## config.mk

```make
export PLATFORM = sky130hd
export DESIGN_NAME = cordic_pipe
export DESIGN_NICKNAME = d
export VERILOG_FILES = /design/src/rtl/cordic_pkg.sv /design/src/rtl/cordic_pipe_stage.sv /design/src/rtl/cordic_pipe.sv
export SDC_FILE = /design/constraint.sdc
export NUM_CORES = 2
export LEC_CHECK = 0
export BUFFER_PORTS_ARGS = -buffer_cell sky130_fd_sc_hd__buf_2
export CORE_UTILIZATION = 65
export DETAILED_ROUTE_END_ITERATION = 8
export PLACE_DENSITY = 0.88
export RECOVER_POWER = 50
export SYNTH_ARGS = -nofsm -noshare
export SYNTH_HDL_FRONTEND = slang
export SYNTH_SLANG_ARGS = --single-unit
```

## constraint.sdc

```tcl
create_clock -name clk -period 8.86 [get_ports clk]
set_clock_uncertainty 0.1 [all_clocks]
set_input_delay 0.886 -clock clk [delete_from_list [all_inputs] [get_ports clk]]
set_output_delay 0.886 -clock clk [all_outputs]
set_load 0.03 [all_outputs]
```

## src/rtl/cordic_pkg.sv

```systemverilog
// Shared CORDIC definitions: sample mode encoding and the elaboration-time
// arctangent table generator used by every CORDIC block in wave_former.
package cordic_pkg;

  typedef enum logic {
    CORDIC_ROTATE = 1'b0,
    CORDIC_VECTOR = 1'b1
  } cordic_mode_t;

  localparam real CORDIC_PI = 3.14159265358979323846;

  // atan(2^-i) expressed in angle units where 2^(z_width-1) is pi,
  // rounded to nearest. Only ever evaluated for constant arguments.
  function automatic int cordic_atan(input int i, input int z_width);
    real t;
    real full_scale;
    real scaled;
    t = 1.0;
    for (int k = 0; k < i; k++) begin
      t = t / 2.0;
    end
    full_scale = 1.0;
    for (int k = 0; k < z_width - 1; k++) begin
      full_scale = full_scale * 2.0;
    end
    scaled = $atan(t) / CORDIC_PI * full_scale;
    return $rtoi(scaled + 0.5);
  endfunction

endpackage

```

## src/rtl/cordic_pipe_stage.sv

```systemverilog
// One registered CORDIC micro-rotation. The direction is taken from the
// sign of z (rotate) or y (vector) of the incoming sample, and both x and y
// updates use the stage-input values so the stage is a single clean adder level.
module cordic_pipe_stage
  import cordic_pkg::*;
#(
  parameter int XY_W      = 18,
  parameter int Z_WIDTH   = 16,
  parameter int TAG_WIDTH = 8,
  parameter int IDX       = 0
) (
  input  logic                        clk,
  input  logic                        rst,
  input  logic                        ce,
  input  logic                        src_valid,
  input  cordic_mode_t                src_mode,
  input  logic                        src_zero,
  input  logic signed [XY_W-1:0]      src_x,
  input  logic signed [XY_W-1:0]      src_y,
  input  logic signed [Z_WIDTH-1:0]   src_z,
  input  logic        [TAG_WIDTH-1:0] src_tag,
  output logic                        dst_valid,
  output cordic_mode_t                dst_mode,
  output logic                        dst_zero,
  output logic signed [XY_W-1:0]      dst_x,
  output logic signed [XY_W-1:0]      dst_y,
  output logic signed [Z_WIDTH-1:0]   dst_z,
  output logic        [TAG_WIDTH-1:0] dst_tag
);

  localparam logic signed [Z_WIDTH-1:0] ATAN = Z_WIDTH'(cordic_atan(IDX, Z_WIDTH));

  logic signed [XY_W-1:0]    x_sh;
  logic signed [XY_W-1:0]    y_sh;
  logic signed [XY_W-1:0]    x_nx;
  logic signed [XY_W-1:0]    y_nx;
  logic signed [Z_WIDTH-1:0] z_nx;
  logic                      dir;

  // Pick the rotation direction and form the next x/y/z for this sample.
  always_comb begin
    x_sh = src_x >>> IDX;
    y_sh = src_y >>> IDX;
    dir  = (src_mode == CORDIC_ROTATE) ? src_z[Z_WIDTH-1] : ~src_y[XY_W-1];
    if (dir) begin
      x_nx = src_x + y_sh;
      y_nx = src_y - x_sh;
      z_nx = src_z + ATAN;
    end else begin
      x_nx = src_x - y_sh;
      y_nx = src_y + x_sh;
      z_nx = src_z - ATAN;
    end
  end

  // Stage register: cleared by reset, otherwise advances with the global enable.
  always_ff @(posedge clk) begin
    if (rst) begin
      dst_valid <= 1'b0;
      dst_mode  <= CORDIC_ROTATE;
      dst_zero  <= 1'b0;
      dst_x     <= '0;
      dst_y     <= '0;
      dst_z     <= '0;
      dst_tag   <= '0;
    end else if (ce) begin
      dst_valid <= src_valid;
      dst_mode  <= src_mode;
      dst_zero  <= src_zero;
      dst_x     <= x_nx;
      dst_y     <= y_nx;
      dst_z     <= z_nx;
      dst_tag   <= src_tag;
    end
  end

endmodule

```

## src/rtl/cordic_pipe.sv

```systemverilog
// Fully pipelined CORDIC engine, one sample per clock. A quadrant
// pre-rotation register folds the input into the convergence range, then
// STAGES micro-rotation registers follow. The whole pipe shares one enable so
// backpressure from the output freezes every stage together.
module cordic_pipe
  import cordic_pkg::*;
#(
  parameter int XY_WIDTH  = 16,
  parameter int Z_WIDTH   = 16,
  parameter int STAGES    = 16,
  parameter int TAG_WIDTH = 8
) (
  input  logic                          clk,
  input  logic                          rst,
  input  logic                          s_valid,
  output logic                          s_ready,
  input  logic                          s_mode,
  input  logic signed [XY_WIDTH-1:0]    s_x,
  input  logic signed [XY_WIDTH-1:0]    s_y,
  input  logic signed [Z_WIDTH-1:0]     s_z,
  input  logic        [TAG_WIDTH-1:0]   s_tag,
  output logic                          m_valid,
  input  logic                          m_ready,
  output logic signed [XY_WIDTH+1:0]    m_x,
  output logic signed [XY_WIDTH+1:0]    m_y,
  output logic signed [Z_WIDTH-1:0]     m_z,
  output logic                          m_mode,
  output logic        [TAG_WIDTH-1:0]   m_tag
);

  localparam int XY_W = XY_WIDTH + 2;

  logic                      ce;
  cordic_mode_t              s_mode_e;

  logic signed [XY_W-1:0]    xe;
  logic signed [XY_W-1:0]    ye;
  logic signed [XY_W-1:0]    pre_x;
  logic signed [XY_W-1:0]    pre_y;
  logic signed [Z_WIDTH-1:0] pre_z;
  logic                      pre_zero;

  logic                      pre_valid_q;
  cordic_mode_t              pre_mode_q;
  logic                      pre_zero_q;
  logic signed [XY_W-1:0]    pre_x_q;
  logic signed [XY_W-1:0]    pre_y_q;
  logic signed [Z_WIDTH-1:0] pre_z_q;
  logic [TAG_WIDTH-1:0]      pre_tag_q;

  logic                      pipe_valid [0:STAGES];
  cordic_mode_t              pipe_mode  [0:STAGES];
  logic                      pipe_zero  [0:STAGES];
  logic signed [XY_W-1:0]    pipe_x     [0:STAGES];
  logic signed [XY_W-1:0]    pipe_y     [0:STAGES];
  logic signed [Z_WIDTH-1:0] pipe_z     [0:STAGES];
  logic [TAG_WIDTH-1:0]      pipe_tag   [0:STAGES];

  // The pipe moves whenever the output register is empty or being drained.
  assign ce       = !m_valid || m_ready;
  assign s_ready  = ce;
  assign s_mode_e = cordic_mode_t'(s_mode);

  // Quadrant pre-rotation: bring the problem into +/-pi/2 where the
  // micro-rotations converge, and flag the degenerate zero vector.
  always_comb begin
    xe       = {{2{s_x[XY_WIDTH-1]}}, s_x};
    ye       = {{2{s_y[XY_WIDTH-1]}}, s_y};
    pre_x    = xe;
    pre_y    = ye;
    pre_z    = s_z;
    pre_zero = 1'b0;
    if (s_mode_e == CORDIC_ROTATE) begin
      if (s_z[Z_WIDTH-1] ^ s_z[Z_WIDTH-2]) begin
        pre_x = -xe;
        pre_y = -ye;
        pre_z = {~s_z[Z_WIDTH-1], s_z[Z_WIDTH-2:0]};
      end
    end else begin
      pre_z = '0;
      if (xe[XY_W-1]) begin
        pre_x = -xe;
        pre_y = -ye;
        pre_z = {1'b1, {(Z_WIDTH-1){1'b0}}};
      end
      pre_zero = (s_x == '0) && (s_y == '0);
    end
  end

  // Pre-rotation register; new samples are ignored while reset is held.
  always_ff @(posedge clk) begin
    if (rst) begin
      pre_valid_q <= 1'b0;
      pre_mode_q  <= CORDIC_ROTATE;
      pre_zero_q  <= 1'b0;
      pre_x_q     <= '0;
      pre_y_q     <= '0;
      pre_z_q     <= '0;
      pre_tag_q   <= '0;
    end else if (ce) begin
      pre_valid_q <= s_valid;
      pre_mode_q  <= s_mode_e;
      pre_zero_q  <= pre_zero;
      pre_x_q     <= pre_x;
      pre_y_q     <= pre_y;
      pre_z_q     <= pre_z;
      pre_tag_q   <= s_tag;
    end
  end

  assign pipe_valid[0] = pre_valid_q;
  assign pipe_mode[0]  = pre_mode_q;
  assign pipe_zero[0]  = pre_zero_q;
  assign pipe_x[0]     = pre_x_q;
  assign pipe_y[0]     = pre_y_q;
  assign pipe_z[0]     = pre_z_q;
  assign pipe_tag[0]   = pre_tag_q;

  for (genvar g = 0; g < STAGES; g++) begin : g_stage
    cordic_pipe_stage #(
      .XY_W      (XY_W),
      .Z_WIDTH   (Z_WIDTH),
      .TAG_WIDTH (TAG_WIDTH),
      .IDX       (g)
    ) u_stage (
      .clk       (clk),
      .rst       (rst),
      .ce        (ce),
      .src_valid (pipe_valid[g]),
      .src_mode  (pipe_mode[g]),
      .src_zero  (pipe_zero[g]),
      .src_x     (pipe_x[g]),
      .src_y     (pipe_y[g]),
      .src_z     (pipe_z[g]),
      .src_tag   (pipe_tag[g]),
      .dst_valid (pipe_valid[g+1]),
      .dst_mode  (pipe_mode[g+1]),
      .dst_zero  (pipe_zero[g+1]),
      .dst_x     (pipe_x[g+1]),
      .dst_y     (pipe_y[g+1]),
      .dst_z     (pipe_z[g+1]),
      .dst_tag   (pipe_tag[g+1])
    );
  end

  // The last stage register is the output register. A zero vector has no
  // defined angle, so its accumulated z is replaced by 0 on the way out.
  assign m_valid = pipe_valid[STAGES];
  assign m_x     = pipe_x[STAGES];
  assign m_y     = pipe_y[STAGES];
  assign m_z     = pipe_zero[STAGES] ? '0 : pipe_z[STAGES];
  assign m_mode  = pipe_mode[STAGES];
  assign m_tag   = pipe_tag[STAGES];

endmodule

```

# ---- Yosys cells after proc, flatten, opt, wreduce, memory -nomap -nowiden
# Cells that the tools add are included.
# W data, S select, Z words.
dict set report totals {
  regBits 1071
  wordCells 311
}
dict set report classes {
  add_sub_neg 95
  mux 74
  n_bitwise 18
  n_reduce_logical 5
}
# op n
set op_table {}
lappend op_table {{$mux W18} 38}
lappend op_table {{$mux W16} 19}
lappend op_table {{$add A18 B10 Y18} 2}
lappend op_table {{$add A18 B11 Y18} 2}
lappend op_table {{$add A18 B12 Y18} 2}
lappend op_table {{$add A18 B13 Y18} 2}
lappend op_table {{$add A18 B14 Y18} 2}
lappend op_table {{$add A18 B15 Y18} 2}
lappend op_table {{$add A18 B16 Y18} 2}
lappend op_table {{$add A18 B17 Y18} 2}
lappend op_table {{$add A18 B3 Y18} 2}
lappend op_table {{$add A18 B4 Y18} 2}
lappend op_table {{$add A18 B5 Y18} 2}
lappend op_table {{$add A18 B6 Y18} 2}
lappend op_table {{$add A18 B7 Y18} 2}
lappend op_table {{$add A18 B8 Y18} 2}
lappend op_table {{$add A18 B9 Y18} 2}
lappend op_table {{$neg A16 Y18} 2}
lappend op_table {{$sub A18 B10 Y18} 2}
lappend op_table {{$sub A18 B11 Y18} 2}
lappend op_table {{$sub A18 B12 Y18} 2}
lappend op_table {{$sub A18 B13 Y18} 2}
lappend op_table {{$sub A18 B14 Y18} 2}
lappend op_table {{$sub A18 B15 Y18} 2}
lappend op_table {{other kinds (46)} 91}

# ---- Longest topological paths before layout
dict set report depth {
  word_depth 3
  ltp_mapped 18
}

# ---- By module
# From an unflattened synthesis, not the netlist that was laid out.
dict set report unflattened {
  hier_cells 10353
  area_unflattened_um2 83617.7
}
# module n_inst cells_each area_each_um2 seq_area_each_um2
set modules_own_cells {}
lappend modules_own_cells {{cordic_pipe_stage at g_stage[1].u_stage} 1 672 5402.7 1261.2}
lappend modules_own_cells {{cordic_pipe_stage at g_stage[4].u_stage} 1 652 5315.1 1261.2}
lappend modules_own_cells {{cordic_pipe_stage at g_stage[3].u_stage} 1 657 5268.8 1261.2}
lappend modules_own_cells {{cordic_pipe_stage at g_stage[2].u_stage} 1 645 5208.7 1261.2}
lappend modules_own_cells {{cordic_pipe_stage at g_stage[12].u_stage} 1 658 5129.9 1261.2}
lappend modules_own_cells {{cordic_pipe_stage at g_stage[11].u_stage} 1 643 5123.7 1261.2}
lappend modules_own_cells {{cordic_pipe_stage at g_stage[14].u_stage} 1 636 5073.6 1261.2}
lappend modules_own_cells {{cordic_pipe_stage at g_stage[6].u_stage} 1 640 5072.4 1261.2}
lappend modules_own_cells {{cordic_pipe_stage at g_stage[5].u_stage} 1 614 5061.1 1261.2}
lappend modules_own_cells {{cordic_pipe_stage at g_stage[7].u_stage} 1 619 5061.1 1261.2}
lappend modules_own_cells {{cordic_pipe_stage at g_stage[10].u_stage} 1 624 5008.6 1261.2}
lappend modules_own_cells {{cordic_pipe_stage at g_stage[0].u_stage} 1 633 4998.5 1241.2}
lappend modules_own_cells {{cordic_pipe_stage at g_stage[8].u_stage} 1 592 4870.9 1261.2}
lappend modules_own_cells {{cordic_pipe_stage at g_stage[13].u_stage} 1 579 4819.6 1261.2}
lappend modules_own_cells {{+3 rows} n/a n/a n/a n/a}

# ---- Worst setup path before layout
# OpenSTA, ideal clock, no wires.
dict set report synth_timing {
  path_type {register to register}
  startpoint {reg g_stage[11].u_stage.dst_y[17]}
  endpoint {reg g_stage[12].u_stage.dst_y[14]}
  arrival_time_ps 3989
  required_ps 8632
  slack_ps 4643
  stages_incl_launch_ff 15
  path_buffers 1
  period_less_slack_ps 4217
  path_cell_list {dfxtp_1 > clkinv_1 > mux2i_1 > clkbuf_1 > mux2i_1 > fa_1 > a21o_1 > a21o_1 > a21oi_1 > o21ai_0 > a21oi_1 > nor3_1 > a2111oi_0 > xor2_1 > o21ai_0}
}
dict set report synth_between {
  elab_chain_cells 3
}
# element line
set synth_lines {}
lappend synth_lines {{start: declaration} cordic_pipe_stage.sv:26} ;# output logic signed [XY_W-1:0] dst_y,
lappend synth_lines {{start signal: assignment} cordic_pipe_stage.sv:71} ;# dst_y <= y_nx;
lappend synth_lines {{$not A1 Y1} cordic_pipe_stage.sv:44} ;# dir = (src_mode == CORDIC_ROTATE) ? src_z[Z_WIDTH-1] : ~src_y[XY_W-1];
lappend synth_lines {{$mux W1} cordic_pipe_stage.sv:44}
lappend synth_lines {{$mux W18} cordic_pipe_stage.sv:45} ;# if (dir) begin
lappend synth_lines {{end signal: assignment} cordic_pipe_stage.sv:71}
lappend synth_lines {{end: declaration} cordic_pipe_stage.sv:26}
# Every way passes these cells.
# A chain may end at the register's enable or synchronous reset.

# ---- Worst setup path in the final report
dict set report layout_timing {
  startpoint {reg g_stage[15].u_stage.dst_valid}
  endpoint {out s_ready}
}
dict set report layout_between {
  elab_chain_cells 2
}
# element line
set layout_lines {}
lappend layout_lines {{start: declaration} cordic_pipe_stage.sv:22} ;# output logic dst_valid,
lappend layout_lines {{start signal: assignment} cordic_pipe_stage.sv:67} ;# dst_valid <= src_valid;
lappend layout_lines {{$logic_not A1 Y1} cordic_pipe.sv:60} ;# assign ce = !m_valid || m_ready;
lappend layout_lines {{$logic_or A1 B1 Y1} cordic_pipe.sv:60}
lappend layout_lines {{end: declaration} cordic_pipe.sv:16} ;# output logic s_ready,
# Every way passes these cells.

==> reports/qor.yml <==
critical_path:
  arrival_ps: 5490
  worstSetupPathType: "flip-flop to output port"
  cp_max_fo: 95
  crit_path_end_kind: "output port"
  r2r_end: "g_stage[3].u_stage.dst_tag[7]"
  reg2reg_depth: 6
  startpoint_type: "flip-flop"
  cp.required_ps: 7870
  rrSetupSlack_ps: 2450
  timing.rr.start: "g_stage[15].u_stage.dst_valid"
place:
  dp_hpwl_um: 156000
  io_buffers: 123
  place_congestion: 0.966
floorplanning:
  rows: 125
  dieArea_um2: 120000
  start_util_pct: 65.9
  ios: 124
  die_w_um: 346
  core-area_um2: 117000
  die_h_um: 346
drt:
  ant_nets: 0
  num_vias: 71600
  drt-vias-per-instance: 6.23
  drc: 0
  drt_iter0_markers: 6282
  drt-pass1-iter-count: 8
  avgRoutedWirePerCell_um: 18.4
  routed_wl_um: 212000
worst_hold_path:
  hp-class: "input pin to flip-flop"
  hold_depth: 3
  min_from: "s_tag[2]"
  hold_end: "pre_tag_q[2]"
clock_tree:
  cts_tree: "done"
  clkSlewWorstSetupHoldPaths_ps: 60
  cts_num_sinks: 1070
  clkLatencyLatePin_ps: 730
  cts_hold_buf: 0
  cts_buffers: 110
  clock-root-buffer: "clkbuf_16"
  postCtsSetupRepairBufs: 0
  cts_htree_levels: 3
  ctsResizeCount: 0
  clockBufferDepth: 3
global_routing:
  globalRouteOverflowTotal: 0
  grt_pass1_vias: 67300
  grt_antenna_before_repair: 3
  grtUsageTotal_pct: 34.1
  grt_max_degree: 208
  grt_pass1_wl_um: 342000
cells_and_area:
  nNetsFinal: 10800
  drive_gt1_share_pct: 3.97
  fillerInstances: 9434
  multi_input_area_um2: 52600
  area_growth_pct: 6.70
  register_area_um2: 21400
  n_antenna_cell: 0
logic_synthesis:
  avgSynthCellArea_um2: 7.66
  synth-async-reset-ratio_pct: 0
  syn_nets: 11000
  synthCells: 10000
  synth_seq_cells: 1070
  ys.flop_type: "dfxtp_1"
  ys_types: 96
  ys_seq_area_share_pct: 27.9
  syn-cell-area_um2: 76900
  yosysWarnings: 0
  synth-edff-count: 0
sta:
  slew_headroom_pct: -175
  hold_viol: 0
  period_minus_slack_ps: 6470
  tightest_slew_ps: 4130
  finalMaxSlewViolations: 543
  rsz0062_at_grt: "no"
  setup_viol: 0
  max_freq_ghz: 0.154
  fin_crit_sh_pct: 73.1
  tns_ps: 0
status:
  status: "complete, but fails checks"
  violations: "capacitance limit, slew limit"
flow_run:
  drv_cap: 8
[area by class of cell]
| type | count | share of cell area [%] |
|---|---|---|
| multi-input combinational | 8192 | 64.1 |
| sequential | 1070 | 26.1 |
| clock buffer | 153 | 3.89 |
| tap | 1524 | 2.32 |
| inverter | 346 | 1.59 |
| timing repair buffer | 166 | 1.12 |
| clock inverter | 53 | 0.808 |
[critical path, cell delays in order, from the launching register on]
cell	delay, ps
dfxtp_1	330
nor2b_1	2000
inv_8	690
clkbuf_1	1070
buf_2	520
[Yosys cell counts, drive strengths merged (18+ instances only)]
| library cell | count | area, um2 |
|---|---|---|
| nand4 | 47 | 294 |
| mux2i | 55 | 554 |
| buf | 34 | 149 |
| fa | 48 | 961 |
| xor2 | 319 | 2800 |
| o22ai | 28 | 175 |
| and2 | 29 | 181 |
| a21o | 243 | 1830 |
| a311oi | 18 | 170 |
| o21a | 90 | 676 |
| nand3b | 25 | 188 |
| a221oi | 18 | 170 |
| nand2b | 101 | 632 |
| a211o | 29 | 254 |
| a22o | 29 | 254 |
| or4 | 19 | 143 |
| dfxtp | 1070 | 21400 |
| xnor2 | 536 | 4690 |
| o21ai | 601 | 3020 |
| o41ai | 32 | 295 |
| a31oi | 84 | 526 |
| a211oi | 198 | 1490 |
| a21oi | 1301 | 6530 |
| o31ai | 65 | 493 |
| or2 | 29 | 181 |
| and3 | 56 | 352 |
| nand3 | 153 | 766 |
| nor2 | 702 | 2640 |
| or3 | 111 | 694 |
| o21bai | 73 | 548 |
| clkbuf | 388 | 1460 |
| nand2 | 1730 | 6490 |
| nor4 | 41 | 290 |
| nor3 | 206 | 1040 |
| nor2b | 97 | 607 |
| ha | 824 | 10300 |
| inv | 341 | 1280 |
| o211ai | 35 | 263 |
[metrics by stage]
step	util [%]	cell area [um2]	hold WS, ps	cells	setup slack, ps
after floorplan	-	76900	325	10000	4640
after global placement	67.1	78300	333	11300	4310
after detailed placement	67.1	78300	338	11300	4180
after CTS	70.4	82100	267	11500	4290
after global routing	70.3	82000	305	11500	1950
final	70.3	82000	306	11500	2390
[worst max path at each step]
stage | cells past startpoint | to | startpoint | slack [ps]
finish | 4 | s_ready | g_stage[15].u_stage.dst_valid | 2390
global route | 7 | g_stage[3].u_stage.dst_y[17] | g_stage[15].u_stage.dst_valid | 1950
CTS | 16 | g_stage[12].u_stage.dst_y[14] | g_stage[11].u_stage.dst_y[17] | 4290
detailed placement | 7 | g_stage[5].u_stage.dst_y[16] | m_ready | 4180
global placement | 7 | g_stage[5].u_stage.dst_y[16] | m_ready | 4310
floorplan | 14 | g_stage[12].u_stage.dst_y[14] | g_stage[11].u_stage.dst_y[17] | 4640
[cell families (layout without fill, tap and decap cells)]
family | after synthesis | in the layout | synth area share [%]
flip-flops | 1070 | 1070 | 27.9
AO/OA/AOI/OAI | 3014 | 3014 | 23.8
adder cells (fa/ha/maj) | 872 | 872 | 14.7
AND/OR/NAND/NOR | 3390 | 3390 | 19.4
buffers and inverters | 768 | 718 | 3.78
multiplexers | 61 | 61 | 0.809
XOR/XNOR | 855 | 855 | 9.75
[cell usage in the layout (no fill, tap or decap), types with 111 or more instances in the layout]
master,Yosys,layout
ha_1,824,824
or3_1,111,111
a211oi_1,197,197
inv_1,338,336
a21o_1,242,242
dfxtp_1,1070,1070
nand3_1,153,153
a21oi_1,1296,1295
xnor2_1,536,536
nor3_1,205,205
nor2_1,702,701
xor2_1,318,318
nand2_1,1730,1729
o21ai_0,586,586
[sequential cells by signal, summed over array words and instances (netlist names)]
| register | count |
|---|---|
| pre_tag_q | 8 |
| pre_y_q | 18 |
| g_stage.u_stage.dst_x | 287 |
| g_stage.u_stage.dst_z | 256 |
| pre_x_q | 18 |
| g_stage.u_stage.dst_mode | 16 |
| g_stage.u_stage.dst_zero | 16 |
| g_stage.u_stage.dst_tag | 128 |
| g_stage.u_stage.dst_y | 288 |
| pre_mode_q | 1 |
| pre_valid_q | 1 |
| g_stage.u_stage.dst_valid | 16 |
| pre_zero_q | 1 |
| pre_z_q | 16 |
[layer usage]
| layer | vias to the layer above | part of all wire [%] | GRT usage (%) |
|---|---|---|---|
| li1 | 35100 | - | - |
| met1 | 33600 | 43 | 44.7 |
| met2 | 2418 | 46 | 56.9 |
| met3 | 481 | 7.1 | 4.59 |
| met4 | 2 | 3.9 | 12.8 |
| met5 | - | 0.0061 | 0 |
Power is left out: the tool's default activity adds up to more than one toggle a clock period on the data nets, which glitch-free logic cannot reach.
